<file path="config.mk">
export PLATFORM = sky130hd
export DESIGN_NAME = fp_add_arbiter_flat
export DESIGN_NICKNAME = d
export VERILOG_FILES = /design/src/rtl/fp_add_arbiter_if.sv /design/src/rtl/fp_add_arbiter.sv /design/src/flat_wrapper.sv
export SDC_FILE = /design/constraint.sdc
export NUM_CORES = 1
export LEC_CHECK = 0
export CAP_MARGIN = 10
export CELL_PAD_IN_SITES_DETAIL_PLACEMENT = 1
export CELL_PAD_IN_SITES_GLOBAL_PLACEMENT = 2
export CORE_UTILIZATION = 23
export CTS_CLUSTER_SIZE = 30
export DETAILED_ROUTE_END_ITERATION = 8
export PLACE_DENSITY = 0.81
export SLEW_MARGIN = 0
export SYNTH_ARGS = -nofsm -noshare
export SYNTH_HDL_FRONTEND = slang
export SYNTH_SLANG_ARGS = --single-unit
</file>
<file path="constraint.sdc">
create_clock -name clk -period 2.5 [get_ports clk]
set_clock_uncertainty 0.15 [all_clocks]
set_input_delay 0.5 -clock clk [delete_from_list [all_inputs] [get_ports clk]]
set_output_delay 0.5 -clock clk [all_outputs]
set_load 0.01 [all_outputs]
</file>
<file path="src/rtl/fp_add_arbiter_if.sv">
// Request, shared-adder and response signals of the two-requester FP-add arbiter.
// slave is the arbiter's view; master is the requesters/adder/consumer side.
`timescale 1ns/1ps
interface fp_add_arbiter_if;
  logic        req0_valid;
  logic        req1_valid;
  logic [31:0] req0_a;
  logic [31:0] req0_b;
  logic [31:0] req1_a;
  logic [31:0] req1_b;
  logic        req0_ready;
  logic        req1_ready;
  logic [31:0] add_a;
  logic [31:0] add_b;
  logic [31:0] add_sum;
  logic        resp_valid;
  logic        resp_id;
  logic [31:0] resp_sum;
  logic        resp_ready;
  logic        busy;

  modport slave (
    input  req0_valid, req1_valid, req0_a, req0_b, req1_a, req1_b,
    input  add_sum, resp_ready,
    output req0_ready, req1_ready, add_a, add_b,
    output resp_valid, resp_id, resp_sum, busy
  );

  modport master (
    output req0_valid, req1_valid, req0_a, req0_b, req1_a, req1_b,
    output add_sum, resp_ready,
    input  req0_ready, req1_ready, add_a, add_b,
    input  resp_valid, resp_id, resp_sum, busy
  );
endinterface

</file>
<file path="src/rtl/fp_add_arbiter.sv">
// Round-robin arbiter sharing one combinational fp_adder between two requesters.
// One operation in flight: IDLE -> WAIT (ADD_LATENCY cycles) -> RESP -> IDLE.
`timescale 1ns/1ps
module fp_add_arbiter #(
  parameter int unsigned ADD_LATENCY = 1
) (
  input  logic            clk,
  input  logic            rst_n,
  fp_add_arbiter_if.slave bus
);

  localparam logic [3:0] LAT = 4'(ADD_LATENCY);

  typedef enum logic [1:0] {
    IDLE = 2'd0,
    WAIT = 2'd1,
    RESP = 2'd2
  } state_t;

  state_t      state, state_nx;
  logic        ptr;
  logic [3:0]  cnt;
  logic [31:0] a_q, b_q, sum_q;
  logic        id_q;

  logic        grant;
  logic        rdy0, rdy1;
  logic        accept;

  // NOTE: every signal written here gets a default first so no path leaves
  // it unassigned; otherwise synthesis infers a latch.
  always_comb begin
    state_nx = state;
    grant    = 1'b0;
    rdy0     = 1'b0;
    rdy1     = 1'b0;
    accept   = 1'b0;
    unique case (state)
      IDLE: begin
        // A lone requester wins outright; the pointer only breaks ties.
        if (bus.req0_valid && bus.req1_valid) grant = ptr;
        else                                  grant = bus.req1_valid;
        // Gated by rst_n so no request is acknowledged while held in reset.
        rdy0   = rst_n && bus.req0_valid && !grant;
        rdy1   = rst_n && bus.req1_valid &&  grant;
        accept = rdy0 || rdy1;
        if (accept) state_nx = WAIT;
      end
      WAIT: begin
        if (cnt <= 4'd1) state_nx = RESP;
      end
      RESP: begin
        if (bus.resp_ready) state_nx = IDLE;
      end
      default: state_nx = IDLE;
    endcase
  end

  // NOTE: state registers use non-blocking assignments so every flop samples
  // pre-edge values regardless of process ordering. There are no memories;
  // every register here is small enough to reset.
  always_ff @(posedge clk or negedge rst_n) begin
    if (!rst_n) begin
      state <= IDLE;
      ptr   <= 1'b0;
      cnt   <= 4'd0;
      a_q   <= 32'd0;
      b_q   <= 32'd0;
      sum_q <= 32'd0;
      id_q  <= 1'b0;
    end else begin
      state <= state_nx;
      if (accept) begin
        a_q  <= grant ? bus.req1_a : bus.req0_a;
        b_q  <= grant ? bus.req1_b : bus.req0_b;
        id_q <= grant;
        ptr  <= ~grant;
        cnt  <= LAT;
      end
      if (state == WAIT) begin
        if (cnt != 4'd0) cnt <= cnt - 4'd1;
        if (state_nx == RESP) sum_q <= bus.add_sum;
      end
    end
  end

  assign bus.req0_ready = rdy0;
  assign bus.req1_ready = rdy1;
  assign bus.add_a      = a_q;
  assign bus.add_b      = b_q;
  assign bus.resp_valid = (state == RESP);
  assign bus.resp_id    = id_q;
  assign bus.resp_sum   = sum_q;
  assign bus.busy       = (state != IDLE);

endmodule

</file>
<file path="src/flat_wrapper.sv">
// flat-port wrapper written by rule: the top's interface ports become plain ports
module fp_add_arbiter_flat 
#(
  parameter int unsigned ADD_LATENCY = 1
)
  (clk, rst_n, bus_req0_valid, bus_req1_valid, bus_req0_a, bus_req0_b, bus_req1_a, bus_req1_b, bus_add_sum, bus_resp_ready, bus_req0_ready, bus_req1_ready, bus_add_a, bus_add_b, bus_resp_valid, bus_resp_id, bus_resp_sum, bus_busy);
  fp_add_arbiter_if bus_i ();
  input  logic clk;
  input  logic rst_n;
  input wire logic [$bits(bus_i.req0_valid)-1:0] bus_req0_valid;
  input wire logic [$bits(bus_i.req1_valid)-1:0] bus_req1_valid;
  input wire logic [$bits(bus_i.req0_a)-1:0] bus_req0_a;
  input wire logic [$bits(bus_i.req0_b)-1:0] bus_req0_b;
  input wire logic [$bits(bus_i.req1_a)-1:0] bus_req1_a;
  input wire logic [$bits(bus_i.req1_b)-1:0] bus_req1_b;
  input wire logic [$bits(bus_i.add_sum)-1:0] bus_add_sum;
  input wire logic [$bits(bus_i.resp_ready)-1:0] bus_resp_ready;
  output wire logic [$bits(bus_i.req0_ready)-1:0] bus_req0_ready;
  output wire logic [$bits(bus_i.req1_ready)-1:0] bus_req1_ready;
  output wire logic [$bits(bus_i.add_a)-1:0] bus_add_a;
  output wire logic [$bits(bus_i.add_b)-1:0] bus_add_b;
  output wire logic [$bits(bus_i.resp_valid)-1:0] bus_resp_valid;
  output wire logic [$bits(bus_i.resp_id)-1:0] bus_resp_id;
  output wire logic [$bits(bus_i.resp_sum)-1:0] bus_resp_sum;
  output wire logic [$bits(bus_i.busy)-1:0] bus_busy;
  assign bus_i.req0_valid = bus_req0_valid;
  assign bus_i.req1_valid = bus_req1_valid;
  assign bus_i.req0_a = bus_req0_a;
  assign bus_i.req0_b = bus_req0_b;
  assign bus_i.req1_a = bus_req1_a;
  assign bus_i.req1_b = bus_req1_b;
  assign bus_i.add_sum = bus_add_sum;
  assign bus_i.resp_ready = bus_resp_ready;
  assign bus_req0_ready = bus_i.req0_ready;
  assign bus_req1_ready = bus_i.req1_ready;
  assign bus_add_a = bus_i.add_a;
  assign bus_add_b = bus_i.add_b;
  assign bus_resp_valid = bus_i.resp_valid;
  assign bus_resp_id = bus_i.resp_id;
  assign bus_resp_sum = bus_i.resp_sum;
  assign bus_busy = bus_i.busy;
  fp_add_arbiter #(.ADD_LATENCY(ADD_LATENCY)) u_core (.clk(clk), .rst_n(rst_n), .bus(bus_i));
endmodule
</file>
After elaboration in Yosys (flattened, before gate mapping)
Index checks and enable logic that the tools add are counted.
W data, S select, Z words.
{"block": "classes", "add_sub_neg": 1, "n_lt_le_gt_ge": 1, "eq_ne": 3, "n_mux": 15, "bitwise_logic": 1, "n_reduce_logical": 11}
{"operator": "$mux W32", "count": 2}
{"operator": "$mux W4", "count": 3}
{"operator": "$mux W1", "count": 6}
{"operator": "$mux W2", "count": 3}
{"operator": "$pmux W2 S3", "count": 1}
{"operator": "$logic_and A1 B1 Y1", "count": 5}
{"operator": "$eq A2 B2 Y1 const B", "count": 2}
{"operator": "$le A4 B1 Y1 const B", "count": 1}
{"operator": "$reduce_bool A4 Y1", "count": 1}
{"operator": "$sub A4 B1 Y4 const B", "count": 1}
{"operator": "$eq A2 B1 Y1 const B", "count": 1}
{"operator": "$logic_not A2 Y1", "count": 1}
{"operator": "$reduce_and A2 Y1", "count": 1}
{"operator": "$reduce_bool A2 Y1", "count": 1}
{"operator": "$logic_not A1 Y1", "count": 1}
{"operator": "$logic_or A1 B1 Y1", "count": 1}
{"operator": "$not A1 Y1", "count": 1}
{"block": "word_totals", "register_bits": 104, "input_bits": 165, "out_inout_bits": 101, "wordCells": 39}

Depth between registers and ports, before layout
Gate-level depths: netlist of the first run.
{"block": "logic_depth", "word_depth": 10, "ltp_mapped": 6, "mapped_depth_nobuf": 5}

Worst setup path before layout of the first run
Ideal clock, no wire load.
{"block": "synth_path", "path_kind": "register -> register", "startpoint": "reg u_core.cnt[0]", "endpoint": "reg u_core.sum_q[10] (netlist: u_core.bus.resp_sum[10])", "setup_time_ns": 0.125, "arrival_time_ns": 1.631, "required_ns": 2.225, "path_slack_ns": 0.594, "stages_incl_launch_ff": 7, "path_buffers": 1, "synth_period_minus_slack_ns": 1.906, "path_cell_list": "dfrtp_1 inv_1 ha_1 nor2_1 nor4_4 buf_6 mux2_2"}
{"block": "synth_between", "elab_chain_cells": 5}
{"item": "start, declared", "line": "fp_add_arbiter.sv:22", "text": "logic [3:0] cnt;"}
{"item": "start signal, assigned", "line": "fp_add_arbiter.sv:81", "text": "if (cnt != 4'd0) cnt <= cnt - 4'd1;"}
{"item": "$le A4 B1 Y1", "line": "fp_add_arbiter.sv:50", "text": "if (cnt <= 4'd1) state_nx = RESP;"}
{"item": "$mux W2", "line": "fp_add_arbiter.sv:50"}
{"item": "$pmux W2 S3", "line": "fp_add_arbiter.sv:38", "text": "unique case (state)"}
{"item": "$eq A2 B2 Y1", "line": "fp_add_arbiter.sv:82", "text": "if (state_nx == RESP) sum_q <= bus.add_sum;"}
{"item": "$reduce_and A2 Y1 (no source line)"}
{"item": "end signal, assigned", "line": "fp_add_arbiter.sv:82"}
{"item": "end, declared", "line": "fp_add_arbiter.sv:23", "text": "logic [31:0] a_q, b_q, sum_q;"}
No other way between the ends.
A chain may end at the register's enable or synchronous reset.

Worst setup path after layout of the first run
{"block": "layout_path", "startpoint": "reg u_core.state[0]", "endpoint": "out bus_req1_ready"}
{"block": "layout_between", "elab_chain_cells": 2}
{"item": "start, declared", "line": "fp_add_arbiter.sv:20", "text": "state_t state, state_nx;"}
{"item": "start signal, assigned", "line": "fp_add_arbiter.sv:72", "text": "state <= state_nx;"}
{"item": "$logic_not A2 Y1", "line": "fp_add_arbiter.sv:38"}
{"item": "$mux W1", "line": "fp_add_arbiter.sv:38"}
{"item": "end, declared", "line": "flat_wrapper.sv:19", "text": "output wire logic [$bits(bus_i.req1_ready)-1:0] bus_req1_ready;"}
No other way between the ends.

==> results of run 1 <==
## flip-flops by register name, indices dropped and copies added, names as in the netlist
name,cells
u_core.state,2
u_core.bus.add_b,32
u_core.bus.add_a,32
u_core.ptr,1
u_core.bus.resp_id,1
u_core.cnt,4
u_core.bus.resp_sum,32
## critical path, delay by kind of cell, from the launching register on
kind                   cells  cell delay, ns
buffers and inverters      2            0.45
DFF                        1            0.43
and+or+nand+nor            2            0.46
## cell usage in the layout, fill, tap and decap left out, types with 2 or more instances in the layout
cell type	instances
nor2_1	3
and3_4	2
nand2_1	2
buf_12	4
buf_4	9
a221o_1	64
a21boi_0	62
clkbuf_16	9
clkdlybuf4s50_1	262
mux2_2	33
clkinv_4	2
ha_1	3
dfrtp_1	103
inv_1	3
a21oi_1	2
or2_2	3
a31o_2	2
bufinv_16	2
a211oi_1	2
a21boi_1	2
nand2b_1	4
## power groups by stage
stage                     Clock (mW)  Combinational (mW)  Sequential, mW
after detailed placement           0                4.33            3.00
after global placement             0                4.22            2.95
final                           1.57                4.31            2.97
after global routing            1.70                4.65            3.10
after floorplan                    0                1.68            3.27
after CTS                       1.63                4.37            2.99
## layout make-up
cell class | count | area, sq um | area share [%]
repair buffers | 277 | 2791 | 35.68
flip-flops and latches | 104 | 2604 | 33.29
well taps | 260 | 325.3 | 4.159
clock inverters | 5 | 88.84 | 1.136
clock buffers | 11 | 242.7 | 3.103
inverters | 3 | 11.26 | 0.1440
multi-input cells | 195 | 1759 | 22.49
## metal layers
layer  vias up  part of all wire (%)  global-route usage [%]  wire length (um)
li1       1822                     -                       -                 -
met1      2016                    41                   19.09              6747
met2       195                    48                   27.53              7840
met3        27                   8.7                   5.114              1434
met4         0                   2.6                   7.187               423
met5         -                     0                       0                 0
## path summary, 6_finish.rpt
check | to | depth (start not counted) | from | slack, ns
setup / recovery | bus_req1_ready | 4 | u_core.state[0]$_DFF_PN0_ | 0.15
hold / removal | u_core.bus.resp_sum[30]$_DFFE_PN0P_ | 2 | rst_n | 0.12
setup reg to reg | u_core.bus.add_a[17]$_DFFE_PN0P_ | 6 | u_core.state[0]$_DFF_PN0_ | 0.36
hold reg to reg | u_core.bus.resp_sum[18]$_DFFE_PN0P_ | 1 | u_core.bus.resp_sum[18]$_DFFE_PN0P_ | 0.36
max in group asynchronous | u_core.bus.resp_sum[19]$_DFFE_PN0P_ | 3 | rst_n | 0.88
min in group clk | u_core.bus.resp_sum[18]$_DFFE_PN0P_ | 1 | u_core.bus.resp_sum[18]$_DFFE_PN0P_ | 0.36
## kinds of logic after synthesis
group           count (synthesis)
mux                            33
fa+ha+maj                       3
buf+inv                        36
simple gates                   20
compound gates                139
flops                         104
## metrics by stage
stage                     instance area (sq um)  power, mW  cells
final                                      7823      8.855    855
after global routing                       7823      9.445    855
after CTS                                  7819      8.992    855
after detailed placement                   7466      7.333    837
after global placement                     7466      7.169    837
after floorplan                            4534      4.954    335
## what timing repair did
item	in CTS	in global routing
gates resized for setup	3	2
buffers inserted	2	0
gates cloned	0	0
pin swaps	1	1
setup endpoints to repair	2	1
==> results.cfg, run 1 <==
[cts]
cts_made_buffers = 9
ctsHoldBuffers = 0
clk_latency_ns = 0.35
cts-htree-levels = 3
clock-sinks = 104
clk_pin_slew_ns = 0.07
clockRootBuffer = clkbuf_16
clk_path_buf_depth = 2
cts_tree = yes

[detailed_routing]
routedWlPerCell_um = 19.24
drtIter0Drc = 103
remaining_drc_errors = 0
wl_mm = 16.45
drtAntennaViolNets = 0
firstDrtPassIters = 4
via_per_inst = 4.749
vias = 4060

[die]
dieArea_sq_um = 20280
die_h_um = 142.4
std_cell_rows = 50
die_w_um = 142.4
initial_core_util_pct = 23.84
core_area_sq_um = 19020
pin_count = 266

[cells_and_area]
drive_gt1_share_pct = 11.93
antenna_cells = 0
area_growth_syn_to_layout_pct = 72.52
postLayoutCoreUtil_pct = 41.13
finalNetCount = 758
fill_cells = 2040

[synth]
synthFlopType = dfrtp_1
synthSimpleGateAreaFrac_pct = 2.980
post-synth-top-count-cell = dfrtp_1
synth_top_family_by_area = compound AO/OA/AOI/OAI gates
synthAdderAreaFrac_pct = 0.8278
ys_types = 30
synthMuxAreaShare_pct = 8.195
synth_top_area_share_pct = 57.40
syn_area_sq_um = 4534
synth_warnings = 0
yosys-top-cells-area = dfrtp_1 (57%), a221o_1 (14%), a21boi_0 (10%)
synth_compound_area_share_pct = 26.43
synth_top_cell_by_area = dfrtp_1
synth-edff-count = 0
synth-seq-cells = 104
syn_inst = 335
synth.cells.most_frequent = dfrtp_1 (104), a221o_1 (64), a21boi_0 (62)
synth_xor_area_share_pct = 0
ys_seq_area_share_pct = 57.40
async_reset_ff_share_pct = 100.0
synth.net_count = 503
syn_avg_cell_area_sq_um = 13.54

[place]
io_buffers = 265
pre_cts_ws_ns = 0.04568
globalplace.congestion = 0.7509
dp_hpwl_mm = 11.86

[sta]
fin_ws_ns = 0.1534
period_minus_slack_ns = 2.347
report.final.slew_viol_count = 0
tightest_slew_ns = 0.7540
grt_setup_unrepaired = false
setup_viol = 0
hold_viol = 0
finalSetupTns_ns = 0
fin_crit_sh_pct = 93.86
max_freq_ghz = 0.4261
slew_headroom_pct = 49.73
timing.hold.ws_ns = 0.1189

[global_routing]
grt_start_max_net_pins = 66
grt_overflow = 0
grt_pass1_vias = 4573
antenna_found_initial = 0
grt.total_usage_pct = 16.36
grt_pass1_wl_mm = 25.39

[outcome]
status = completed

[critical_path]
path_cells = nor3b_4, buf_4, and3_4, dlygate4sd2_1
cp-start-kind = flop
cpPeakStageDelay_ns = 0.43
timing_worst_setup_path_type = reg -> out
path_max_fanout = 4
cp_data_required_time_ns = 1.85
cp-end-kind = primary output
crit_path_top_delay_cell = dfrtp_2
crit_arrival_ns = 1.70

[power_and_ir_drop]
pwr_density_cell_nw_per_um2 = 1132
irDropWorstVdd_mv = 0.3842
switching_power_mw = 2.829
pwr-share-clk_pct = 17.8
internal-power_mw = 6.026
combPwrFrac_pct = 48.6
p_sw_share_pct = 31.94
seqPwrFrac_pct = 33.6
p_leak_nw = 3.148

[flow_run]
cap_violations = 0

[worst_hold_path]
min_path_type = in -> async
(Power assumes the default switching activity.)
==> run 2: changes to the inputs <==
==> constraint.sdc (replaced) <==
create_clock -name clk -period 2.5 [get_ports clk]
set_clock_uncertainty 0.15 [all_clocks]
set_input_delay 0.75 -clock clk [delete_from_list [all_inputs] [get_ports clk]]
set_output_delay 0.75 -clock clk [all_outputs]
set_load 0.01 [all_outputs]
==> run 2 against run 1 <==
Effect of this change: setup slack lost 0.027 ns; flip-flop and latch count is the same; largest power group unchanged; combinational power decreased by 2%; global-route usage shrank 0.66 points; cell count shrank 0.35%; via count is 2.2% lower; design area shrank 0.93%; worst hold slack improved by 0.20 ns; sequential share of layout area grew 0.30 points; first-iteration DRC count increased by 67%; largest cell class unchanged.
==> results.cfg, run 2 (synthesized netlist as in run 1, its figures left out) <==
[die]
core_area_sq_um = 19020
die_w_um = 142.4
initial_core_util_pct = 23.84
pin_count = 266
std_cell_rows = 50
die_h_um = 142.4
dieArea_sq_um = 20280

[cells_and_area]
fin_area_sq_um = 7750
finalNetCount = 756
register_area_sq_um = 2603
multi_input_area_sq_um = 1755
postLayoutCoreUtil_pct = 40.75
antenna_cells = 0
area_growth_syn_to_layout_pct = 70.92
mostFrequentLayoutCells = clkdlybuf4s50_1 (258), dfrtp_1 (104), a221o_1 (64)
final_common_cell = clkdlybuf4s50_1
fill_cells = 2060
drive_gt1_share_pct = 11.82

[power_and_ir_drop]
pwr-share-clk_pct = 16.9
pwr_density_cell_nw_per_um2 = 1119
power_mw = 8.670
p_sw_share_pct = 32.16
irDropWorstVdd_mv = 0.3553
switching_power_mw = 2.788
seqPwrFrac_pct = 34.2
combPwrFrac_pct = 48.9
internal-power_mw = 5.882
p_leak_nw = 3.121

[cts]
clk_path_buf_depth = 2
clk_latency_ns = 0.34
clockRootBuffer = clkbuf_16
post-cts-setup-buffers = 0
clock-sinks = 104
cts_tree = yes
cts_made_buffers = 9
cts-htree-levels = 3
clk_pin_slew_ns = 0.07

[sta]
timing.hold.ws_ns = 0.3191
hold_viol = 0
fin_crit_sh_pct = 94.95
setup_viol = 0
tightest_slew_ns = 0.8477
report.final.slew_viol_count = 0
slew_headroom_pct = 43.49
max_freq_ghz = 0.4213
grt_setup_unrepaired = false
period_minus_slack_ns = 2.374
finalSetupTns_ns = 0

[place]
io_buffers = 265
globalplace.congestion = 0.7400
dp_hpwl_mm = 11.27
dpl_cell_area_sq_um = 7453

[outcome]
status = completed

[critical_path]
timing_worst_setup_path_type = in -> out
cp-start-kind = input port
r2r_setup_slack_ns = 0.37
path_max_fanout = 4
cp-end-kind = primary output
regToRegEndpoint = u_core.bus.add_b[31]$_DFFE_PN0P_
crit_arrival_ns = 1.47
cp_data_required_time_ns = 1.60
r2r_cells = 4
r2r_start = u_core.state[1]$_DFF_PN0_

[global_routing]
grt.total_usage_pct = 15.70
grt_pass1_vias = 4358
grt_start_max_net_pins = 67
grt_pass1_wl_mm = 24.28
grt_overflow = 0
antenna_found_initial = 0

[detailed_routing]
wl_mm = 15.74
remaining_drc_errors = 0
vias = 3971
via_per_inst = 4.661
firstDrtPassIters = 4
drtAntennaViolNets = 0
routedWlPerCell_um = 18.48
drtIter0Drc = 172

[worst_hold_path]
min_path_type = in -> async

[flow_run]
cap_violations = 0
run 2: cell types whose count changed in the layout (fill, tap and decap cells not counted), moves of 2 or more:
| cell | delta |
|---|---|
| dlygate4sd2_1 | +2 |
| clkinv_4 | -2 |
| clkdlybuf4s50_1 | -4 |
| buf_2 | +2 |
| clkinvlp_4 | +2 |
run 2: worst max path at each step:
stage          cells past startpoint             end                       from  slack (ns)
5_1_grt                            4  bus_req1_ready                      rst_n        0.09
3_5_place_dp                       4  bus_req0_ready             bus_req1_valid       -0.40
2_1_floorplan                      3  bus_req0_ready                      rst_n        0.17
4_1_cts                            3  bus_req0_ready  u_core.state[0]$_DFF_PN0_        0.02
3_3_place_gp                       4  bus_req1_ready             bus_req0_valid       -0.39
6_report                           4  bus_req1_ready                      rst_n        0.13
run 2: cell type report:
cell class	count	area share (%)
clock buffer	10	3.084
timing repair buffer	275	35.50
tap	260	4.198
inverter	3	0.1453
multi-input combinational	195	22.65
clock inverter	5	0.8395
sequential	104	33.58
run 2: metrics by stage:
step | instances | setup slack [ns]
6_report | 852 | 0.1263
5_1_grt | 852 | 0.08575
4_1_cts | 852 | 0.02347
3_5_place_dp | 837 | -0.4014
3_3_place_gp | 837 | -0.3879
2_1_floorplan | 335 | 0.1703
run 2: repair_timing:
action | CTS | global route
hold buffers | 0 | 0
pin swaps | 0 | 2
resized for setup | 11 | 2
endpoints found under the setup margin | 3 | 2
run 2: worst max-delay path, cell delays in order:
cell	delay, ns
buf_4	0.09
nor3b_4	0.27
and3_2	0.24
buf_2	0.13
run 2: layer usage:
| layer | vias up | global-route usage, % | wire [um] |
|---|---|---|---|
| li1 | 1814 | - | - |
| met1 | 1954 | 18.53 | 6487 |
| met2 | 186 | 26.52 | 7518 |
| met3 | 17 | 5.316 | 1486 |
| met4 | 0 | 5.433 | 250 |
| met5 | - | 0 | 0 |
run 2: power groups by stage:
stage	Clock, mW	Combinational (mW)	Sequential (mW)
4_1_cts	1.53	4.31	2.98
3_3_place_gp	0	4.20	2.95
5_1_grt	1.59	4.58	3.09
6_report	1.46	4.24	2.97
3_5_place_dp	0	4.30	2.99
2_1_floorplan	0	1.68	3.27
==> run 3: changes to the inputs <==
GPL_ROUTABILITY_DRIVEN = 1   (was not set)
==> results of run 3 <==
No change in the layout: final DEF, timing and power equal those of run 2.
